$ cat src/rtl/xdma_pkg.sv
// Shared constants and state encoding for the XDMA card-to-host stream path.
package xdma_pkg;

   localparam int          BEAT_WIDTH = 512;
   localparam int          KEEP_WIDTH = 64;
   localparam logic [15:0] HDR_MAGIC  = 16'hD1F7;

   typedef enum logic {
      IDLE = 1'b0,
      SEND = 1'b1
   } c2h_state_e;

endpackage

$ cat src/rtl/xdma_c2h_tx.sv
// Splits one DiffTest batch packet into 512-bit AXI-Stream beats towards the host DMA.
// Optional XDMA_C2H_SEQ_HDR_EN prepends a header beat carrying a packet sequence number.
//
// state | meaning
// IDLE  | no packet held, ready to accept
// SEND  | packet held, beats pending on the stream
module xdma_c2h_tx
   import xdma_pkg::*;
#(
   parameter int IN_WIDTH = 1024
) (
   input  logic                  clock,
   input  logic                  reset,
   input  logic                  in_valid,
   output logic                  in_ready,
   input  logic [IN_WIDTH-1:0]   in_data,
   output logic                  core_clock_enable,
   output logic                  axi_c2h_tvalid,
   input  logic                  axi_c2h_tready,
   output logic [BEAT_WIDTH-1:0] axi_c2h_tdata,
   output logic [KEEP_WIDTH-1:0] axi_c2h_tkeep,
   output logic                  axi_c2h_tlast
);

   localparam int NBEATS = IN_WIDTH / BEAT_WIDTH;
`ifdef XDMA_C2H_SEQ_HDR_EN
   localparam int HDR_BEATS = 1;
`else
   localparam int HDR_BEATS = 0;
`endif
   localparam int               CNT_W    = $clog2(NBEATS + 1);
   localparam logic [CNT_W-1:0] LAST_IDX = CNT_W'(NBEATS - 1 + HDR_BEATS);

   if (IN_WIDTH <= 0 || (IN_WIDTH % BEAT_WIDTH) != 0) begin : g_bad_width
      $error("xdma_c2h_tx: IN_WIDTH must be a positive multiple of 512");
   end

   c2h_state_e            state_q;
   c2h_state_e            state_d;
   logic [CNT_W-1:0]      beat_q;
   logic [IN_WIDTH-1:0]   pkt_q;
   logic [BEAT_WIDTH-1:0] beat_data;
   logic                  fire;
   logic                  last_beat;
   logic                  done;
   logic                  accept;

   always_ff @(posedge clock or negedge reset) begin
      if (!reset) begin
         state_q <= IDLE;
      end else begin
         state_q <= state_d;
      end
   end

   // in_ready is gated by reset so nothing is advertised while reset is held
   always_comb begin
      state_d        = state_q;
      axi_c2h_tvalid = (state_q == SEND);
      fire           = axi_c2h_tvalid && axi_c2h_tready;
      last_beat      = (beat_q == LAST_IDX);
      done           = fire && last_beat;
      in_ready       = reset && ((state_q == IDLE) || done);
      accept         = in_valid && in_ready;
      if (accept) begin
         state_d = SEND;
      end else if (done) begin
         state_d = IDLE;
      end
   end

   assign core_clock_enable = in_ready;

   always_ff @(posedge clock or negedge reset) begin
      if (!reset) begin
         beat_q <= '0;
         pkt_q  <= '0;
      end else begin
         if (accept) begin
            pkt_q <= in_data;
         end
         if (done) begin
            beat_q <= '0;
         end else if (fire) begin
            beat_q <= beat_q + 1'b1;
         end
      end
   end

`ifdef XDMA_C2H_SEQ_HDR_EN
   logic [31:0] seq_q;

   always_ff @(posedge clock or negedge reset) begin
      if (!reset) begin
         seq_q <= '0;
      end else if (done) begin
         seq_q <= seq_q + 32'd1;
      end
   end
`endif

   always_comb begin
      beat_data = '0;
      for (int k = 0; k < NBEATS; k++) begin
         if (int'(beat_q) == k + HDR_BEATS) begin
            beat_data = pkt_q[k*BEAT_WIDTH +: BEAT_WIDTH];
         end
      end
`ifdef XDMA_C2H_SEQ_HDR_EN
      if (beat_q == '0) begin
         beat_data = {{(BEAT_WIDTH-64){1'b0}}, HDR_MAGIC, 16'(NBEATS), seq_q};
      end
`endif
   end

   assign axi_c2h_tdata = axi_c2h_tvalid ? beat_data : '0;
   assign axi_c2h_tkeep = axi_c2h_tvalid ? '1 : '0;
   assign axi_c2h_tlast = axi_c2h_tvalid && last_beat;

endmodule

$ cat config.mk
export PLATFORM = sky130hd
export DESIGN_NAME = xdma_c2h_tx
export DESIGN_NICKNAME = d
export VERILOG_FILES = /design/src/rtl/xdma_pkg.sv /design/src/rtl/xdma_c2h_tx.sv
export SDC_FILE = /design/constraint.sdc
export NUM_CORES = 1
export LEC_CHECK = 0
export BUFFER_PORTS_ARGS = -buffer_cell sky130_fd_sc_hd__buf_2
export CAP_MARGIN = 20
export CORE_AREA = 5 5 620 622
export DETAILED_ROUTE_END_ITERATION = 7
export DIE_AREA = 0 0 625 627
export HOLD_SLACK_MARGIN = 0.03
export PLACE_DENSITY = 0.39
export REMOVE_ABC_BUFFERS = 1
export SKIP_CTS_REPAIR_TIMING = 1
export SLEW_MARGIN = 20
export SYNTH_ARGS = -nofsm -noshare
export SYNTH_HDL_FRONTEND = slang
export SYNTH_SLANG_ARGS = --single-unit
$ cat constraint.sdc
create_clock -name clock -period 2.4 [get_ports clock]
set_input_delay 0.12 -clock clock [delete_from_list [all_inputs] [get_ports clock]]
set_output_delay 0.12 -clock clock [all_outputs]
set_load 0.01 [all_outputs]
### Word-level counts from Yosys, hierarchy flattened

Index checks and enable logic that the tools add are counted.

| word-level totals | value |
|---|---|
| register bits | 1027 |
| input bits | 1028 |
| output and inout port bits | 580 |

| operators by class | value |
|---|---|
| add/subtract/negate cells | 1 |
| eq/ne operators | 2 |
| multiplexer cells | 8 |
| bitwise gates (word level) | 1 |
| reduce and logical (&&, ||, !) cells | 9 |

Operators with widths:

| cell | count |
|---|---|
| $mux 512 | 3 |
| $mux 64 | 1 |
| $logic_and 1x1->1 | 5 |
| $mux 2 | 2 |
| $reduce_bool 2->1 | 2 |
| $add 2x1->2 const B | 1 |
| $eq 2x1->1 const B | 1 |
| $eq 2x2->1 const B | 1 |
| $logic_not 2->1 | 1 |
| $mux 1 | 2 |
| $logic_or 1x1->1 | 1 |
| $not 1->1 | 1 |

### Longest topological paths before layout

Gate-level depths: netlist (run 1).

| logic depth | value |
|---|---|
| depth after elaboration | 6 |
| gate-level depth with buffers | 6 |

### Worst setup path after synthesis (run 1)

Ideal clock, no wire load.

| path | value |
|---|---|
| kind | reg-to-output |
| start | register state_q, in the netlist axi_c2h_tvalid |
| end | output axi_c2h_tdata[431] |
| arrival time | 2615 ps |
| required time | 2280 ps |
| path slack | -335 ps |
| stages on the path, launching flop included | 6 |
| cell sequence | dfrtp_1 > and3_1 > buf_2 > clkbuf_1 > buf_1 > a22o_1 |

| between the ends | value |
|---|---|
| word-level cells in the longest chain between the ends | 1 |

Ends and longest elaborated chain:

| element | RTL line | source |
|---|---|---|
| start, declared | xdma_c2h_tx.sv:38 | `c2h_state_e state_q;` |
| start signal, assigned | xdma_c2h_tx.sv:52 | `state_q <= state_d;` |
| $mux 512 | xdma_c2h_tx.sv:116 | `assign axi_c2h_tdata = axi_c2h_tvalid ? beat_data : '0;` |
| end, declared | xdma_c2h_tx.sv:20 | `output logic [BEAT_WIDTH-1:0] axi_c2h_tdata,` |

Every way passes these cells.

### Final worst setup path (run 1)

| path | value |
|---|---|
| start | register beat_q[1] |
| end | output axi_c2h_tdata[472] |

| between the ends | value |
|---|---|
| word-level cells in the longest chain between the ends | 4 |
| elaborated cells between the ends (all ways) | 5 |
| classes of those cells | eq/ne: 1; mux: 3; reduce/logical: 1 |

Ends and longest elaborated chain:

| element | RTL line | source |
|---|---|---|
| start, declared | xdma_c2h_tx.sv:40 | `logic [CNT_W-1:0] beat_q;` |
| start signal, assigned | xdma_c2h_tx.sv:85 | `beat_q <= beat_q + 1'b1;` |
| $logic_not 2->1 | xdma_c2h_tx.sv:105 | `if (int'(beat_q) == k + HDR_BEATS) begin` |
| $mux 512 | xdma_c2h_tx.sv:105 |  |
| $mux 512 (*) | xdma_c2h_tx.sv:105 |  |
| $mux 512 (*) | xdma_c2h_tx.sv:116 |  |

Every way passes the cells marked *; elsewhere a longest branch is shown, timed or not.

==> impl_metrics.json, run 1 <==
{
  "status": "finished with violations",
  "failed_checks": "setup timing",
  "cts_sinks": 1027,
  "rsz0062_at_grt": "true",
  "p_per_area_mw_per_mm2": 1290,
  "antenna_found_initial": 327,
  "synth_edf_count": 0,
  "synth-seq-cells": 1027,
  "yosysWarnings": 0,
  "power.leakage_nw": 33.9,
  "cts_buffer_depth": 4,
  "area_growth_pct": 76.8,
  "drt-initial-drc-count": 2072,
  "root_buffer": "clkbuf_16",
  "drc": 0,
  "cts_made_buffers": 143,
  "core_mm2": 0.378,
  "final_layout_size_suffix_gt1_share_pct": 48.9,
  "cap_violations": 0,
  "place_inst": 9349,
  "synth_common_cells": "1027 x dfrtp_1, 721 x mux2_2, 512 x a22o_1",
  "io_pins": 1608,
  "cts.reportedPaths.clkPinSlew_ns": 0.06,
  "slew_violations": 0,
  "slew_headroom_pct": 43.1,
  "post-route-period-util_pct": 114,
  "start_kind": "register",
  "synth_cell_types": 17,
  "synthFlopType": "dfrtp_1",
  "first_pass_iters": 5,
  "h-tree-depth": 4,
  "grt_max_degree": 97,
  "synthArstFlopShare_pct": 100,
  "ys_top_cells_by_area": "dfrtp_1 59%, mux2_2 19%, a22o_1 10%, mux2_1 7.9%, buf_4 1.8%",
  "finalSetupViolCount": 492,
  "nNetsFinal": 6707,
  "cp_max_fo": 12,
  "grt_pass1_wl_um": 357000,
  "grt_pass1_vias": 34900,
  "vdd_drop_max_uv": 586,
  "min_period_ns": 2.74,
  "clk_latency_ns": 0.83,
  "ant_nets": 0,
  "timing.final.ws_setup_ns": -0.344,
  "finalInstanceArea_mm2": 0.0768,
  "die_height_um": 627,
  "rows": 226,
  "initial_utilization_pct": 11.5,
  "via_per_inst": 3.53,
  "die_area_mm2": 0.392,
  "synthCells": 2867,
  "yosys.area.top_type": "dfrtp_1",
  "place_area_mm2": 0.0581,
  "portBuffers": 1607,
  "gp_congestion": 0.865,
  "ys_seq_area_share_pct": 59.2,
  "tns_ns": -97.32,
  "path_class": "reg -> out",
  "dpl_worst_slack_ns": 0.178,
  "syn_area_mm2": 0.0434,
  "grt_overflow": 0,
  "yosysTopAreaCellShare_pct": 59.2,
  "syn_area_per_cell_um2": 15.1,
  "track_usage_pct": 13.7,
  "max_freq_mhz": 364,
  "avgRoutedWirePerCell_um": 27.2,
  "finalHoldViolations": 0,
  "final_core_util_pct": 20.3,
  "hpwl_um": 240000,
  "fin_skew_ns": 0.0838,
  "die_w_um": 625,
  "vias": 38400,
  "final_cells": 10900,
  "wl_um": 296000,
  "hold_class": "in -> reg",
  "crit_path_end_kind": "output pin",
  "yosysMostFrequentCell": "dfrtp_1",
  "cts_tree": "yes",
  "cp.required_ns": 2.28,
  "arrival_ns": 2.62,
  "worst_pin_slew_ns": 0.854
}
[critical path, stage by stage, from the launching register on]
cell and delay, ns:
dfrtp_1 0.40, inv_1 0.08, and3_4 0.19, buf_12 0.14
buf_12 0.15, buf_12 0.19, clkbuf_16 0.20, a22o_4 0.29
buf_6 0.14
[power breakdown]
| part | switching [mW] | total (mW) | internal, mW |
|---|---|---|---|
| clock network | 8.83 | 21.8 | 13.0 |
| registers | 6.18 | 32.4 | 26.2 |
| logic | 22.5 | 44.9 | 22.4 |
| total | 37.5 | 99.1 | 61.6 |
[worst paths after layout]
check / startpoint / end / slack [ns] / cells past startpoint
worst min register to register: pkt_q[775] / pkt_q[775] / 0.49 / 1
worst max register to register: beat_q[1] / pkt_q[344] / 0.19 / 6
worst min-delay path: in_data[351] / pkt_q[351] / 0.08 / 3
min in group asynchronous: reset / pkt_q[80] / 0.30 / 4
max in group asynchronous: reset / pkt_q[806] / 1.12 / 5
worst max-delay path: beat_q[1] / axi_c2h_tdata[472] / -0.34 / 8
[stage by stage]
step	hold WS (ns)	power [mW]
floorplan	-0.176	35.9
global placement	0.282	70.1
detailed placement	0.284	70.5
CTS	-0.649	93.2
global route	0.0146	104
finish	0.0835	99.1
[per-layer routing]
metal	up-vias	track usage (%)	wire (µm)
met4	152	3.49	8250
met3	605	7.36	25000
met5	-	0	1000
li1	16400	-	-
met2	1794	23.2	142000
met1	19400	14.8	120000
[final cells by class]
type / instances / area [µm²]
sequential: 1027 / 25700
antenna: 95 / 238
clock inverter: 44 / 536
fill: 41000 / 301000
inverter: 1 / 3.75
tap: 5016 / 6280
multi-input combinational: 1547 / 16600
timing repair buffer: 2959 / 23200
clock buffer: 208 / 4230
[state kept, by name, summed over array words and instances (netlist names)]
signal,cells
axi_c2h_tvalid,1
beat_q,2
pkt_q,1024
[layout by cell type, fill, tap and decap left out, types with 2 or more instances in the layout]
| cell | count |
|---|---|
| a22o_1 | 448 |
| a22o_2 | 8 |
| a22o_4 | 56 |
| buf_12 | 62 |
| buf_16 | 15 |
| buf_2 | 1519 |
| buf_4 | 96 |
| buf_6 | 73 |
| buf_8 | 18 |
| bufinv_16 | 6 |
| clkbuf_1 | 28 |
| clkbuf_16 | 172 |
| clkbuf_4 | 7 |
| clkbuf_8 | 34 |
| clkinv_2 | 16 |
| clkinv_4 | 3 |
| clkinv_8 | 4 |
| clkinvlp_4 | 2 |
| dfrtp_1 | 1025 |
| dfrtp_2 | 2 |
| diode_2 | 95 |
| dlygate4sd3_1 | 1143 |
| inv_16 | 3 |
| inv_6 | 9 |
| mux2_1 | 303 |
| mux2_2 | 721 |
| nand2_1 | 4 |
[cells by family after synthesis]
| family | after synthesis | share of synthesized area, % |
|---|---|---|
| flip-flops | 1027 | 59.2 |
| XOR/XNOR | 1 | 0.0202 |
| AO/OA/AOI/OAI | 514 | 10.4 |
| AND/OR/NAND/NOR | 8 | 0.0980 |
| multiplexers | 1024 | 26.6 |
| buffers and inverters | 293 | 3.80 |
Power figures use the tool's default switching activity.
==> run 2: changes to the inputs <==
Settings changed: PLACE_DENSITY 0.39 to default.
==> run 2 against run 1 <==
- the run still ends with setup timing left
- clock power shrank 3%
- clock-buffer cell count is 32 lower
- critical path depth fell by 2
- sequential power barely moved
- worst hold slack worse by 0.0034 ns
- largest power group unchanged
==> impl_metrics.json, run 2 (synthesized netlist as in run 1, its figures left out) <==
{
  "failed_checks": "setup timing",
  "die_w_um": 625,
  "die_height_um": 627,
  "cts_buffer_depth": 4,
  "hold_class": "in -> reg",
  "grt_overflow": 0,
  "place_inst": 9349,
  "max_freq_mhz": 361,
  "nNetsFinal": 6738,
  "worstReg2RegStart": "beat_q[0]",
  "post-route-period-util_pct": 116,
  "path_class": "reg -> out",
  "area_growth_pct": 76.9,
  "p_seq_share_pct": 32.7,
  "p_per_area_mw_per_mm2": 1290,
  "timing.final.ws_setup_ns": -0.372,
  "crit_path_end_kind": "output pin",
  "h-tree-depth": 4,
  "root_buffer": "clkbuf_16",
  "switching_share_pct": 38.4,
  "grt_pass1_vias": 33200,
  "worst_pin_slew_ns": 0.939,
  "arrival_ns": 2.65,
  "core_mm2": 0.378,
  "final_layout_size_suffix_gt1_share_pct": 47.5,
  "finalHoldViolations": 0,
  "ant_nets": 0,
  "p_comb_share_pct": 45.9,
  "rows": 226,
  "drt-initial-drc-count": 2611,
  "startpoint": "beat_q[0]",
  "vias": 40000,
  "power_switching_mw": 38.0,
  "hpwl_um": 258000,
  "hold_path_startpoint": "in_data[826]",
  "p_clk_share_pct": 21.4,
  "power.leakage_nw": 33.7,
  "io_pins": 1608,
  "internal_power_mw": 60.8,
  "cap_violations": 0,
  "via_per_inst": 3.65,
  "crit_path_top_delay_cell": "dfrtp_2",
  "start_kind": "register",
  "final_common_cell": "buf_2",
  "antenna_found_initial": 423,
  "largest_reg_flops": 1024,
  "path_delay_family": "buffers and inverters",
  "initial_utilization_pct": 11.5,
  "worstPathCellList": "nor3b_4, buf_12, buf_4, buf_16, a22o_1, buf_2",
  "crit_buf_inv": 4,
  "grt_pass1_wl_um": 369000,
  "drc": 0,
  "avgRoutedWirePerCell_um": 28.8,
  "final_cells": 11000,
  "vdd_drop_max_uv": 857,
  "mostFrequentLayoutCells": "1501 x buf_2, 1205 x dlygate4sd3_1, 1025 x dfrtp_1",
  "finalSetupViolCount": 513,
  "final_core_util_pct": 20.3,
  "cp_max_fo": 64,
  "cts_sinks": 1027,
  "nFillCells": 40600,
  "cts_tree": "yes",
  "gp_congestion": 0.870,
  "rsz0062_at_grt": "true",
  "die_area_mm2": 0.392,
  "wl_um": 316000,
  "cts_made_buffers": 134,
  "cp.required_ns": 2.28,
  "clk_latency_ns": 0.84,
  "first_pass_iters": 6,
  "min_period_ns": 2.77,
  "status": "finished with violations",
  "fin_skew_ns": 0.0409,
  "portBuffers": 1607,
  "regMostFlops": "pkt_q",
  "track_usage_pct": 14.5,
  "slew_headroom_pct": 37.4,
  "crit_path_max_incr_delay_ns": 0.45,
  "slew_violations": 0,
  "grt_max_degree": 135,
  "cts.reportedPaths.clkPinSlew_ns": 0.06
}
run 2: through the flow:
step / worst slack, ns / hold WS [ns] / total power [mW] / TNS, ns / instance area, µm²
detailed placement: 0.209 / 0.117 / 72.6 / 0 / 58500
CTS: -0.692 / -0.843 / 94.4 / -267.41 / 63000
floorplan: -43.88 / -0.176 / 35.9 / - / 41800
global placement: 0.199 / 0.118 / 72.0 / 0 / 58500
finish: -0.372 / 0.0801 / 98.8 / -131.64 / 76800
global route: -0.490 / 0.00906 / 104 / -199.81 / 76600
run 2: layer usage:
metal	vias up	global-route usage (%)	part of all wire, %
met3	945	10.4	10
met4	252	4.20	4.0
met2	2283	23.3	46
li1	16500	-	-
met1	20000	14.9	39
met5	-	0	0.51
run 2: worst reg2reg max path: stages, from the launching register on:
cell	delay (ns)
dfrtp_2	0.42
buf_4	0.14
nand3b_1	0.14
a21oi_4	0.27
buf_4	0.22
buf_12	0.22
buf_12	0.35
mux2_2	0.41
run 2: cell type report:
type / instances / area, µm² / area share (%)
Sequential cell: 1027 / 25700 / 33.5
Timing Repair Buffer: 2999 / 23700 / 30.8
Multi-Input combinational cell: 1547 / 16300 / 21.3
Tap cell: 5016 / 6280 / 8.17
Clock buffer: 176 / 3760 / 4.90
Clock inverter: 52 / 711 / 0.925
Antenna cell: 151 / 378 / 0.492
Inverter: 1 / 3.75 / 0.00489
run 2: power by group through the flow:
stage | Clock, mW | Sequential (mW) | Combinational, mW
2_1_floorplan | 0 | 24.8 | 11.1
3_3_place_gp | 0 | 31.9 | 40.1
4_1_cts | 21.9 | 31.9 | 40.6
5_1_grt | 22.5 | 33.1 | 48.0
6_report | 21.1 | 32.3 | 45.4
3_5_place_dp | 0 | 32.2 | 40.4
run 2: path summary, 6_finish.rpt:
check / end / slack (ns) / depth (start not counted)
max: axi_c2h_tdata[431] / -0.37 / 6
min: pkt_q[826] / 0.08 / 3
max reg2reg: pkt_q[99] / 0.09 / 7
min reg2reg: pkt_q[932] / 0.48 / 1
max in group asynchronous: pkt_q[476] / 0.21 / 6
min in group asynchronous: pkt_q[127] / 0.65 / 5
==> run 3: changes to the inputs <==
Settings changed: CORE_AREA 5 5 620 622 to 5 5 624 626, DIE_AREA 0 0 625 627 to 0 0 629 631.
Clock period 2.4 ns to 3.1 ns, I/O delays scaled along.
==> run 3 against run 2 <==
- the run now ends clean
- critical path depth is the same
- worst setup slack gained 0.39 ns
- final cell count shrank 2.1%
- power shrank 26%
- critical path type unchanged
- highest routed layer unchanged
==> impl_metrics.json, run 3 (synthesized netlist as in run 1, its figures left out) <==
{
  "rsz0062_at_grt": "true",
  "wl_met3_um": 34800,
  "cts_buffer_depth": 4,
  "grt_pass1_vias": 33500,
  "via_per_inst": 3.60,
  "worstRegToRegCells": 6,
  "nFillCells": 41600,
  "min_period_ns": 3.08,
  "tns_ns": 0,
  "io_pins": 1608,
  "gp_congestion": 0.905,
  "final_layout_size_suffix_gt1_share_pct": 48.3,
  "worstReg2RegStart": "beat_q[1]",
  "cts_tree": "yes",
  "grt_pass1_wl_um": 381000,
  "arrival_ns": 2.93,
  "final_cells": 10700,
  "cts.reportedPaths.clkPinSlew_ns": 0.06,
  "regMostFlops": "pkt_q",
  "cp_max_fo": 80,
  "core_mm2": 0.384,
  "ant_nets": 0,
  "place_inst": 9332,
  "clk_latency_ns": 0.82,
  "start_kind": "register",
  "cts_made_buffers": 135,
  "slew_headroom_pct": 31.3,
  "rows": 228,
  "cap_violations": 0,
  "crit_path_max_incr_delay_ns": 0.42,
  "regToRegEndpoint": "pkt_q[389]",
  "status": "finished clean",
  "post-route-period-util_pct": 99.4,
  "initial_utilization_pct": 11.3,
  "crit_path_end_kind": "output pin",
  "h-tree-depth": 4,
  "worst_pin_slew_ns": 1.03,
  "wl_um": 315000,
  "hold_path_startpoint": "in_data[275]",
  "finalSetupViolCount": 0,
  "first_pass_iters": 6,
  "grt_overflow": 0,
  "top_layer_used": "met5",
  "area_growth_pct": 68.4,
  "die_w_um": 629,
  "r2r_setup_slack_ns": 0.68,
  "dr_wl_met2_um": 144000,
  "track_usage_pct": 14.7,
  "vias": 38700,
  "nNetsFinal": 6475,
  "slew_violations": 0,
  "whs_path_depth": 3,
  "cp.required_ns": 2.94,
  "cts_sinks": 1027,
  "wl_met1_um": 122000,
  "crit_path_top_delay_cell": "dfrtp_1",
  "antenna_found_initial": 441,
  "die_area_mm2": 0.397,
  "grt_max_degree": 152,
  "p_per_area_mw_per_mm2": 1000,
  "largest_reg_flops": 1024,
  "path_class": "reg -> out",
  "avgRoutedWirePerCell_um": 29.3,
  "whs_endpoint": "pkt_q[275]",
  "hold_class": "in -> reg",
  "drc": 0,
  "die_height_um": 631,
  "drt-initial-drc-count": 2703,
  "fin_skew_ns": 0.0623,
  "max_freq_mhz": 324,
  "worstPathCellList": "inv_1, and3_4, buf_4, buf_16, a22o_1, buf_2",
  "power.leakage_nw": 32.1,
  "power.total_mw": 73.2,
  "mostFrequentLayoutCells": "1570 x buf_2, 1032 x dlygate4sd3_1, 1026 x dfrtp_1",
  "startpoint": "beat_q[1]",
  "vdd_drop_max_uv": 558,
  "hpwl_um": 261000,
  "final_common_cell": "buf_2",
  "portBuffers": 1607,
  "finalHoldViolations": 0,
  "root_buffer": "clkbuf_16"
}
==> run 3: worst max-delay path: cells and delay by family (launching register included) <==
kind	cells	cell delay, ns
buffers and inverters	4	0.73
and+or+nand+nor	1	0.21
AOI/OAI and AO/OA	1	0.33
DFF	1	0.42
==> run 3: how the worst max path moves through the flow <==
stage	to	slack (ns)	depth (start not counted)
6_report	axi_c2h_tdata[408]	0.02	6
5_1_grt	axi_c2h_tdata[408]	-0.03	6
4_1_cts	axi_c2h_tdata[322]	-0.59	5
3_5_place_dp	axi_c2h_tdata[322]	0.35	5
3_3_place_gp	axi_c2h_tdata[322]	0.36	5
2_1_floorplan	pkt_q[641]	-43.18	2
==> run 3: layer usage <==
metal  global-route usage, %  vias to the layer above
met4                    4.55                      254
met5                       0                        -
li1                        -                    16000
met3                    11.3                      874
met2                    23.5                     2243
met1                    14.8                    19300
==> run 3: per-stage QoR <==
step	area, µm²	hold slack, ns	util [%]	setup WS, ns
after CTS	62100	-0.603	16.2	-0.586
final	73200	0.0848	19.1	0.0179
after global placement	57800	0.371	15.1	0.364
after detailed placement	57800	0.375	15.1	0.353
after floorplan	41800	-0.141	-	-43.18
after global routing	73000	0.0203	19.0	-0.0292
==> run 3: report_power, final <==
group          internal [mW]  switching [mW]
sequential              20.3            4.84
combinational           15.0            17.3
clock                   9.06            6.82
total                   44.3            28.9
==> run 3: layout make-up <==
type	instances	area, µm²	area share, %
well taps	5060	6330	8.65
inverters	1	3.75	0.00513
flip-flops and latches	1027	25700	35.1
repair buffers	2735	20200	27.6
clock inverters	60	621	0.848
clock buffers	169	3710	5.07
diodes	137	343	0.469
multi-input cells	1547	16300	22.2
